**src/rtl/clkdiv_pkg.sv**
```systemverilog
// rtl/clkdiv_pkg.sv - shared types and helpers for the programmable clock divider
//
// Contents:
//   clkdiv_mode_t  per-channel output mode (toggle clock or tick strobe)
//   CNT_WIDTH_DEF  default divisor/counter width
//   div_t          divisor type at the default width
//   ch_width()     width of a channel-select field for n channels (at least 1)
package clkdiv_pkg;

  typedef enum logic {
    MODE_TOGGLE = 1'b0,
    MODE_TICK   = 1'b1
  } clkdiv_mode_t;

  localparam int CNT_WIDTH_DEF = 24;

  typedef logic [CNT_WIDTH_DEF-1:0] div_t;

  function automatic int ch_width(input int n);
    return (n > 1) ? $clog2(n) : 1;
  endfunction

endpackage

```
**src/rtl/clkdiv_channel.sv**
```systemverilog
// rtl/clkdiv_channel.sv - one divider channel: counter, active/shadow divisor, registered outputs
//
// Ports:
//   clk_in    system clock, rising edge
//   reset     asynchronous active-high reset
//   enable    channel run enable; low holds counter and outputs at 0
//   mode      MODE_TOGGLE: clk_out flips at each terminal; MODE_TICK: clk_out mirrors tick
//   restart   phase-align: zero the counter without applying a pending divisor
//   wr_en     accepted divisor write addressed to this channel
//   wr_value  new divisor (already checked non-zero by the top level)
//   clk_out   divided clock or tick copy
//   tick      one-cycle strobe at each terminal count
module clkdiv_channel
  import clkdiv_pkg::*;
#(
  parameter int CNT_WIDTH   = CNT_WIDTH_DEF,
  parameter int DEFAULT_DIV = 1666666
) (
  input  logic                 clk_in,
  input  logic                 reset,
  input  logic                 enable,
  input  clkdiv_mode_t         mode,
  input  logic                 restart,
  input  logic                 wr_en,
  input  logic [CNT_WIDTH-1:0] wr_value,
  output logic                 clk_out,
  output logic                 tick
);

  localparam logic [CNT_WIDTH-1:0] DIV_RST = CNT_WIDTH'(DEFAULT_DIV);
  localparam logic [CNT_WIDTH-1:0] ONE     = CNT_WIDTH'(1);

  logic [CNT_WIDTH-1:0] counter;
  logic [CNT_WIDTH-1:0] active_div;
  logic [CNT_WIDTH-1:0] shadow_div;
  logic                 pending;
  logic                 terminal;
  logic                 apply;

  assign terminal = enable && (counter == active_div - ONE);

  // A stopped channel picks up a new divisor immediately; a running one only
  // at a terminal so the period in flight is never cut short. Restart wins
  // over terminal, so a pending divisor survives a restart.
  assign apply = pending && (!enable || (!restart && terminal));

  always_ff @(posedge clk_in or posedge reset) begin
    if (reset) begin
      counter    <= '0;
      active_div <= DIV_RST;
      shadow_div <= DIV_RST;
      pending    <= 1'b0;
      tick       <= 1'b0;
      clk_out    <= 1'b0;
    end else begin
      if (wr_en) begin
        shadow_div <= wr_value;
      end

      // The pending flag is registered, so a write landing on a terminal
      // cycle is not seen until the following terminal.
      if (wr_en) begin
        pending <= 1'b1;
      end else if (apply) begin
        pending <= 1'b0;
      end

      if (apply) begin
        active_div <= shadow_div;
      end

      if (!enable) begin
        counter <= '0;
        tick    <= 1'b0;
        clk_out <= 1'b0;
      end else if (restart) begin
        counter <= '0;
        tick    <= 1'b0;
        clk_out <= 1'b0;
      end else if (terminal) begin
        counter <= '0;
        tick    <= 1'b1;
        clk_out <= (mode == MODE_TICK) ? 1'b1 : ~clk_out;
      end else begin
        counter <= counter + ONE;
        tick    <= 1'b0;
        clk_out <= (mode == MODE_TICK) ? 1'b0 : clk_out;
      end
    end
  end

endmodule

```
**src/rtl/prog_clock_divider.sv**
```systemverilog
// rtl/prog_clock_divider.sv - multi-channel programmable clock/tick generator
//
// Ports:
//   clk_in     system clock, rising edge
//   reset      asynchronous active-high reset
//   enable     per-channel run enable
//   mode       per-channel mode: 0 = toggle clock, 1 = tick copy
//   restart    zero the counters of all enabled channels
//   div_wr     one-cycle divisor write strobe
//   div_ch     channel addressed by the write
//   div_value  new divisor
//   div_err    one-cycle pulse the cycle after a rejected write
//   clk_out    per-channel divided clock / tick copy
//   tick       per-channel terminal-count strobe
module prog_clock_divider
  import clkdiv_pkg::*;
#(
  parameter int NUM_CH      = 4,
  parameter int CNT_WIDTH   = CNT_WIDTH_DEF,
  parameter int DEFAULT_DIV = 1666666
) (
  input  logic                        clk_in,
  input  logic                        reset,
  input  logic [NUM_CH-1:0]           enable,
  input  logic [NUM_CH-1:0]           mode,
  input  logic                        restart,
  input  logic                        div_wr,
  input  logic [ch_width(NUM_CH)-1:0] div_ch,
  input  logic [CNT_WIDTH-1:0]        div_value,
  output logic                        div_err,
  output logic [NUM_CH-1:0]           clk_out,
  output logic [NUM_CH-1:0]           tick
);

  localparam int              CH_W     = ch_width(NUM_CH);
  localparam logic [CH_W:0]   NUM_CH_V = (CH_W + 1)'(NUM_CH);

  logic write_bad;

  // One extra bit so the range check still works when NUM_CH is a power of two.
  assign write_bad = (div_value == '0) || ({1'b0, div_ch} >= NUM_CH_V);

  always_ff @(posedge clk_in or posedge reset) begin
    if (reset) begin
      div_err <= 1'b0;
    end else begin
      div_err <= div_wr && write_bad;
    end
  end

  for (genvar i = 0; i < NUM_CH; i++) begin : g_ch
    logic wr_sel;

    assign wr_sel = div_wr && !write_bad && (div_ch == CH_W'(i));

    clkdiv_channel #(
      .CNT_WIDTH   (CNT_WIDTH),
      .DEFAULT_DIV (DEFAULT_DIV)
    ) u_channel (
      .clk_in   (clk_in),
      .reset    (reset),
      .enable   (enable[i]),
      .mode     (clkdiv_mode_t'(mode[i])),
      .restart  (restart),
      .wr_en    (wr_sel),
      .wr_value (div_value),
      .clk_out  (clk_out[i]),
      .tick     (tick[i])
    );
  end

endmodule

```
**config.mk**
```make
export PLATFORM = sky130hd
export DESIGN_NAME = prog_clock_divider
export DESIGN_NICKNAME = d
export VERILOG_FILES = /design/src/rtl/clkdiv_pkg.sv /design/src/rtl/clkdiv_channel.sv /design/src/rtl/prog_clock_divider.sv
export SDC_FILE = /design/constraint.sdc
export NUM_CORES = 1
export LEC_CHECK = 0
export ABC_AREA = 1
export CAP_MARGIN = 15
export CORE_AREA = 2 2 250 252
export DETAILED_ROUTE_END_ITERATION = 6
export DIE_AREA = 0 0 252 254
export PLACE_DENSITY = 0.51
export SYNTH_ARGS = -nofsm -noshare
export SYNTH_HDL_FRONTEND = slang
export SYNTH_SLANG_ARGS = --single-unit
export TNS_END_PERCENT = 10
```
**constraint.sdc**
```tcl
create_clock -name clk_in -period 11.7 [get_ports clk_in]
set_clock_uncertainty 0.15 [all_clocks]
set_input_delay 1.755 -clock clk_in [delete_from_list [all_inputs] [get_ports clk_in]]
set_output_delay 1.755 -clock clk_in [all_outputs]
set_load 0.005 [all_outputs]
```
==> metrics.md, run 1 <==
| Metric | Value |
|---|---|
| Status | `finished, final reports clean` |
| Cell taking the most area after synthesis | `dfrtp_1` |
| Tcrit/Tclk final | `just under 40%` |
| RSZ-0062 raised after global routing | `false` |
| Post-synthesis cell area | `17600 µm²` |
| Predominant post-synthesis flop cell | `dfrtp_1` |
| Max Buffers Root-to-Sink | `3` |
| Routed Antenna Nets | `0` |
| Layout fillers | `6601` |
| Hold bufs inserted after CTS | `0` |
| Worst path max stage delay | `around 900 ps` |
| Top-area cell type share of the netlist area | `29.2%` |
| R2R Setup Slk | `~8000 ps` |
| Max-slew headroom | `34.6%` |
| CTS Root Cell | `clkbuf_16` |
| Capture point of the worst reg-to-reg path | `g_ch[2].u_channel.active_div[2]` |
| Core ar. | `61300 µm²` |
| Routed via count | `14800` |
| DP Area | `18600 µm²` |
| Cts bufs inserted | `37` |
| Final wirelength | `about 48000 µm` |
| PostCTS Resize Cnt | `0` |
| Async set or reset register ratio after synthesis | `100%` |
| Worst hold-check path type | `register to register` |
| Hold slack | `311 ps` |
| DRC viols | `0` |
| Hold path start | `g_ch[1].u_channel.active_div[1]` |
| Final nets | `2439` |
| Total power | `about 3.6 mW` |
| Unique cell type count in the Yosys netlist | `49` |
| Hpwl dp | `35100 µm` |
| Avg Inst Size Synth | `7.37 µm²` |
| Fin. Hold Viols | `0` |
| Worst skew pair latency | `550 ps` |
| Crit-path max FO | `24` |
| Gpl congestion | `roughly 0.87` |
| Std cell rows | `91` |
| Post-CTS Setup Bufs | `0` |
| Gr usage total | `roughly 15%` |
| Worst Tran Pin Value | `slightly below 1000 ps` |
| Largest net degree at the start of global routing | `180` |
| Peak supply drop | `~0.098 mV` |
| Number of global-route vias before repair | `14300` |
| First-pass GRT wire length | `a little under 80000 µm` |
| Worst reg2reg path startpoint | `g_ch[2].u_channel.active_div[2]` |
| Port buffer count | `46` |
| Synth Register Bits | `around 300` |
| Post-DR vias/cell | `4.62` |
| Layout cells sized above 1 | `under 10%` |
| Post-Synthesis Cells | `2382` |
| Fin area | `19900 µm²` |
| LEAKAGE | `9.27 nW` |
| Placed cell count | `3144` |
| Hold path depth | `2` |
| H-tree level count | `2` |
| Initial core utilization | `28.7%` |
| Arr. time, crit path | `4770 ps` |
| Final min period | `~4500 ps` |
| Clk sinks | `~300` |
| Critical path endpoint category | `register` |
| Die height | `254 µm` |
| 1st-iter DRT viols | `831` |
| Die X-Extent | `~250 µm` |
| Area grow syn2layout | `13.3%` |
| Max_cap viols | `0` |
| Clock-pin slew on the worst setup and hold paths | `60 ps` |
| CTS tree | `yes` |
| PwrDens | `179 nW/µm²` |
| Synth warn | `0` |
| Congestion Overflow GR | `0` |
| Die area | `about 64000 µm²` |
| Required time of the worst setup path | `11970 ps` |
| EDFF count, synth | `0` |
| Worst reg2reg path depth | `13` |
| Slowest-stage cell, CP | `nand3_1` |
| Worst hold endpoint | `g_ch[1].u_channel.active_div[1]` |
| Finished Layout Cells | `approximately 3200` |
| 1st-pass router iterations | `7` |
| Antenna violations before repair | `0` |
| Fmax | `0.222 GHz` |
| Crit Path Class | `primary input to register` |
| Final setup margin | `7200 ps` |
| Top Ports | `47` |
| Seq/Total Area, Yosys | `43.6%` |
| Worst path cell trace | `clkdlybuf4s50_1 > inv_1 > nand3_1 > nor3_1` |
| Setup TNS | `0 ps` |
| Dpl ws | `between 6000 and 7000 ps` |
| Crit start category | `primary input` |
| Post-DR wirelength/cell | `14.9 µm` |
| Fin util | `between 30% and 40%` |
| Final setup viols | `0` |
| Largest cells by area after synthesis | `dfrtp_1 (29%), nand2_1 (15%), dfstp_2 (14%)` |
| Syn Nets | `2428` |
| Slew Limit Fails | `0` |
-- sequential cells by signal, indices dropped and copies added, names as in the netlist --
name / flops
g_ch.u_channel.counter: 96
g_ch.u_channel.tick: 4
g_ch.u_channel.pending: 4
g_ch.u_channel.active_div: 96
div_err: 1
g_ch.u_channel.clk_out: 4
g_ch.u_channel.shadow_div: 96
-- cells by family (layout without fill, tap and decap cells) --
group,count (synthesis),in the layout,share of synthesized area [%]
AOI/OAI and AO/OA,151,151,4.51
adders and majority gates,8,8,0.570
xor gates and xnor gates,156,156,8.02
and+or+nand+nor,1442,1442,35.4
muxes,1,1,0.0570
other,0,1,0
buffers and inverters,323,363,7.85
DFF,301,301,43.6
-- cells in the final DEF, fill, tap and decap left out, drive strengths merged, types with 48 or more instances in the layout --
master / instances
nand2: 730
nor2: 353
inv: 242
nand3: 227
dfrtp: 205
o21ai: 127
xor2: 109
dfstp: 96
clkbuf: 50
nand4: 48
-- cell usage after synthesis, types with 2 or more instances --
cell,instances
or2_2,4
inv_1,239
nand2_1,717
buf_2,11
nor3_1,34
buf_1,2
o21bai_1,2
xnor3_1,3
dfrtp_1,205
nor4_1,11
nor2_1,333
nor2_4,5
and3_1,4
xor2_1,109
ha_1,8
nand2_4,9
nor3b_1,3
nand3_2,6
nand2_2,4
o21ai_0,126
nor2_2,14
nand3_1,221
xnor2_1,44
a21oi_1,6
buf_4,18
o211ai_1,3
clkbuf_1,37
and2_1,5
a21boi_0,3
inv_2,2
buf_6,11
nand4_1,48
clkinv_1,2
o22ai_1,5
dfstp_2,96
a31oi_1,2
nand3b_1,18
-- worst max path at each step --
| stage | startpoint | endpoint |
|---|---|---|
| after CTS | restart | g_ch[1].u_channel.counter[22] |
| after global placement | restart | g_ch[1].u_channel.counter[19] |
| after floorplan | reset | div_err |
| after detailed placement | restart | g_ch[1].u_channel.counter[22] |
| after global routing | restart | g_ch[1].u_channel.counter[22] |
| final | restart | g_ch[1].u_channel.counter[22] |
-- cell type report --
| class | count | area [µm²] | share of cell area, % |
|---|---|---|---|
| multi-input cells | 1758 | 8520 | 42.9 |
| flip-flops and latches | 301 | 7650 | 38.5 |
| clock buffers | 50 | 1050 | 5.27 |
| well taps | 790 | 988 | 4.97 |
| inverters | 243 | 920 | 4.63 |
| repair buffers | 52 | 518 | 2.61 |
| clock inverters | 18 | 229 | 1.15 |
| diodes | 1 | 2.50 | 0.0126 |
-- power by group --
group          switching [mW]  internal, mW  total [mW]
logic                   0.619         0.336       0.955
clock network           0.463         0.741        1.20
registers               0.173          1.23        1.41
-- metal layers --
layer	global-route usage, %	up-vias	share of wire, %
met1	21.0	6974	48
met2	24.7	255	46
li1	-	7551	-
met4	3.50	0	1.8
met3	2.57	56	4.1
met5	0	-	0
-- critical path: cells and delay by family --
| kind | cells | cell delay (ps) |
|---|---|---|
| buf+inv | 2 | 1660 |
| simple gates | 2 | 1320 |
No activity file was read; power rests on OpenSTA's default activity.
==> inputs of run 2 (changes only) <==
- clock period: 11.7 -> 4.4 ns (I/O delays scaled with it)
==> metrics.md, run 2 (synthesis gave the netlist of run 1 again) <==
| Metric | Value |
|---|---|
| Dpl ws | `917 ps` |
| CTS Root Cell | `clkbuf_16` |
| Initial core utilization | `about 29%` |
| Worst skew pair latency | `560 ps` |
| Final setup margin | `1150 ps` |
| PwrDens | `about 470 nW/µm²` |
| Worst Tran Pin Value | `approximately 940 ps` |
| Worst hold-check path type | `primary input to asynchronous set/reset pin` |
| Tcrit/Tclk final | `between 70 and 80%` |
| Cts bufs inserted | `37` |
| Hold bufs inserted after CTS | `0` |
| Post-DR vias/cell | `4.58` |
| Critical path's top delay family | `simple AND/OR/NAND/NOR gates` |
| Post-DR wirelength/cell | `14.7 µm` |
| Crit-path max FO | `25` |
| 1st-iter DRT viols | `901` |
| First-pass GRT wire length | `between 70000 and 80000 µm` |
| LEAKAGE | `~9.3 nW` |
| Post-CTS Setup Bufs | `0` |
| Top Ports | `47` |
| DP Area | `around 19000 µm²` |
| Core ar. | `61300 µm²` |
| Max Buffers Root-to-Sink | `3` |
| Layout cells sized above 1 | `under 10%` |
| Arr. time, crit path | `3540 ps` |
| Port buffer count | `46` |
| PostCTS Resize Cnt | `0` |
| Slowest-stage cell, CP | `dfrtp_1` |
| Clk sinks | `301` |
| Max_cap viols | `0` |
| Final nets | `2447` |
| Std cell rows | `slightly above 90` |
| Gr usage total | `15.1%` |
| Area grow syn2layout | `13.4%` |
| Largest net degree at the start of global routing | `approximately 120` |
| Worst path cell trace | `inv_1 > ha_1 > nand2_1 > nor2_1 > nand2_1 > nor2_1 > nand2_1 > nand2_1 > nand2_1 > nand2_1 > nand2_1 > inv_1 > nand2_1 > nor2_1 > nand3_2 > nand2_4 > nand2_4 > nand2_1 > nand2_1` |
| H-tree level count | `2` |
| CTS tree | `yes` |
| Routed Antenna Nets | `0` |
| Setup TNS | `0 ps` |
| Final wirelength | `47300 µm` |
| Required time of the worst setup path | `4700 ps` |
| Antenna violations before repair | `0` |
| Die area | `between 60000 and 70000 µm²` |
| Congestion Overflow GR | `0` |
| Commonest non-fill, non-tap cells in the layout | `nand2_1 (717), nor2_1 (333), inv_1 (238)` |
| Hpwl dp | `34900 µm` |
| Gpl congestion | `0.883` |
| Commonest non-fill, non-tap cell in the layout | `nand2_1` |
| Fin. Hold Viols | `0` |
| 1st-pass router iterations | `5` |
| DRC viols | `0` |
| Slew Limit Fails | `0` |
| Footprint of the multi-input gates | `8520 µm²` |
| Max-slew headroom | `37.6%` |
| RSZ-0062 raised after global routing | `false` |
| Fmax | `0.308 GHz` |
| Final min period | `3250 ps` |
| Fin util | `32.5%` |
| Peak supply drop | `0.271 mV` |
| Layout fillers | `6552` |
| Critical path endpoint category | `register` |
| Diode count | `0` |
| Fin area | `19900 µm²` |
| Final setup viols | `0` |
| Die X-Extent | `252 µm` |
| Crit Path Class | `register to register` |
| Worst path max stage delay | `400 ps` |
| Cell mode on critical path | `nand2_1` |
| Status | `finished, final reports clean` |
| Total power | `9.37 mW` |
| Storage cell area | `between 7000 and 8000 µm²` |
| Crit start category | `register` |
| Die height | `254 µm` |
| Regs by FF count | `g_ch.u_channel.active_div x96, g_ch.u_channel.counter x96, g_ch.u_channel.shadow_div x96` |
| Number of global-route vias before repair | `14600` |
| Routed via count | `14800` |
| Clock-pin slew on the worst setup and hold paths | `60 ps` |
| CP bufs+invs | `2` |
run 2: path summary, 6_finish.rpt:
| kind | startpoint | end | slack, ps | cells after the start |
|---|---|---|---|---|
| max | g_ch[2].u_channel.active_div[0] | g_ch[2].u_channel.active_div[18] | 1150 | 19 |
| min | reset | g_ch[3].u_channel.active_div[2] | 270 | 2 |
| max reg2reg | g_ch[2].u_channel.active_div[0] | g_ch[2].u_channel.active_div[18] | 1150 | 19 |
| min reg2reg | g_ch[3].u_channel.active_div[1] | g_ch[3].u_channel.active_div[1] | 330 | 2 |
| max in group asynchronous | reset | g_ch[2].u_channel.counter[18] | 2890 | 3 |
| min in group clk_in | g_ch[3].u_channel.active_div[1] | g_ch[3].u_channel.active_div[1] | 330 | 2 |
run 2: routing by layer:
metal,track usage (%),up-vias,part of all wire [%]
met1,20.6,6900,48
met3,2.80,54,4.1
met2,24.7,241,46
met5,0,-,0
li1,-,7559,-
met4,3.74,0,1.7
run 2: cell type report:
class | count | area share (%)
Clock buffer | 53 | 5.47
Timing Repair Buffer | 60 | 2.97
Tap cell | 790 | 4.97
Multi-Input combinational cell | 1758 | 42.8
Inverter | 243 | 4.60
Sequential cell | 301 | 38.4
Clock inverter | 15 | 0.729
run 2: metrics by stage:
stage,hold WS (ps),cells
after floorplan,292,2382
after global placement,317,3152
after detailed placement,321,3152
after CTS,260,3220
after global routing,258,3220
final,275,3220
run 2: power breakdown:
group          switching, mW  total (mW)  internal, mW
logic                   1.65        2.55         0.902
registers              0.442        3.72          3.28
clock network           1.24        3.10          1.85
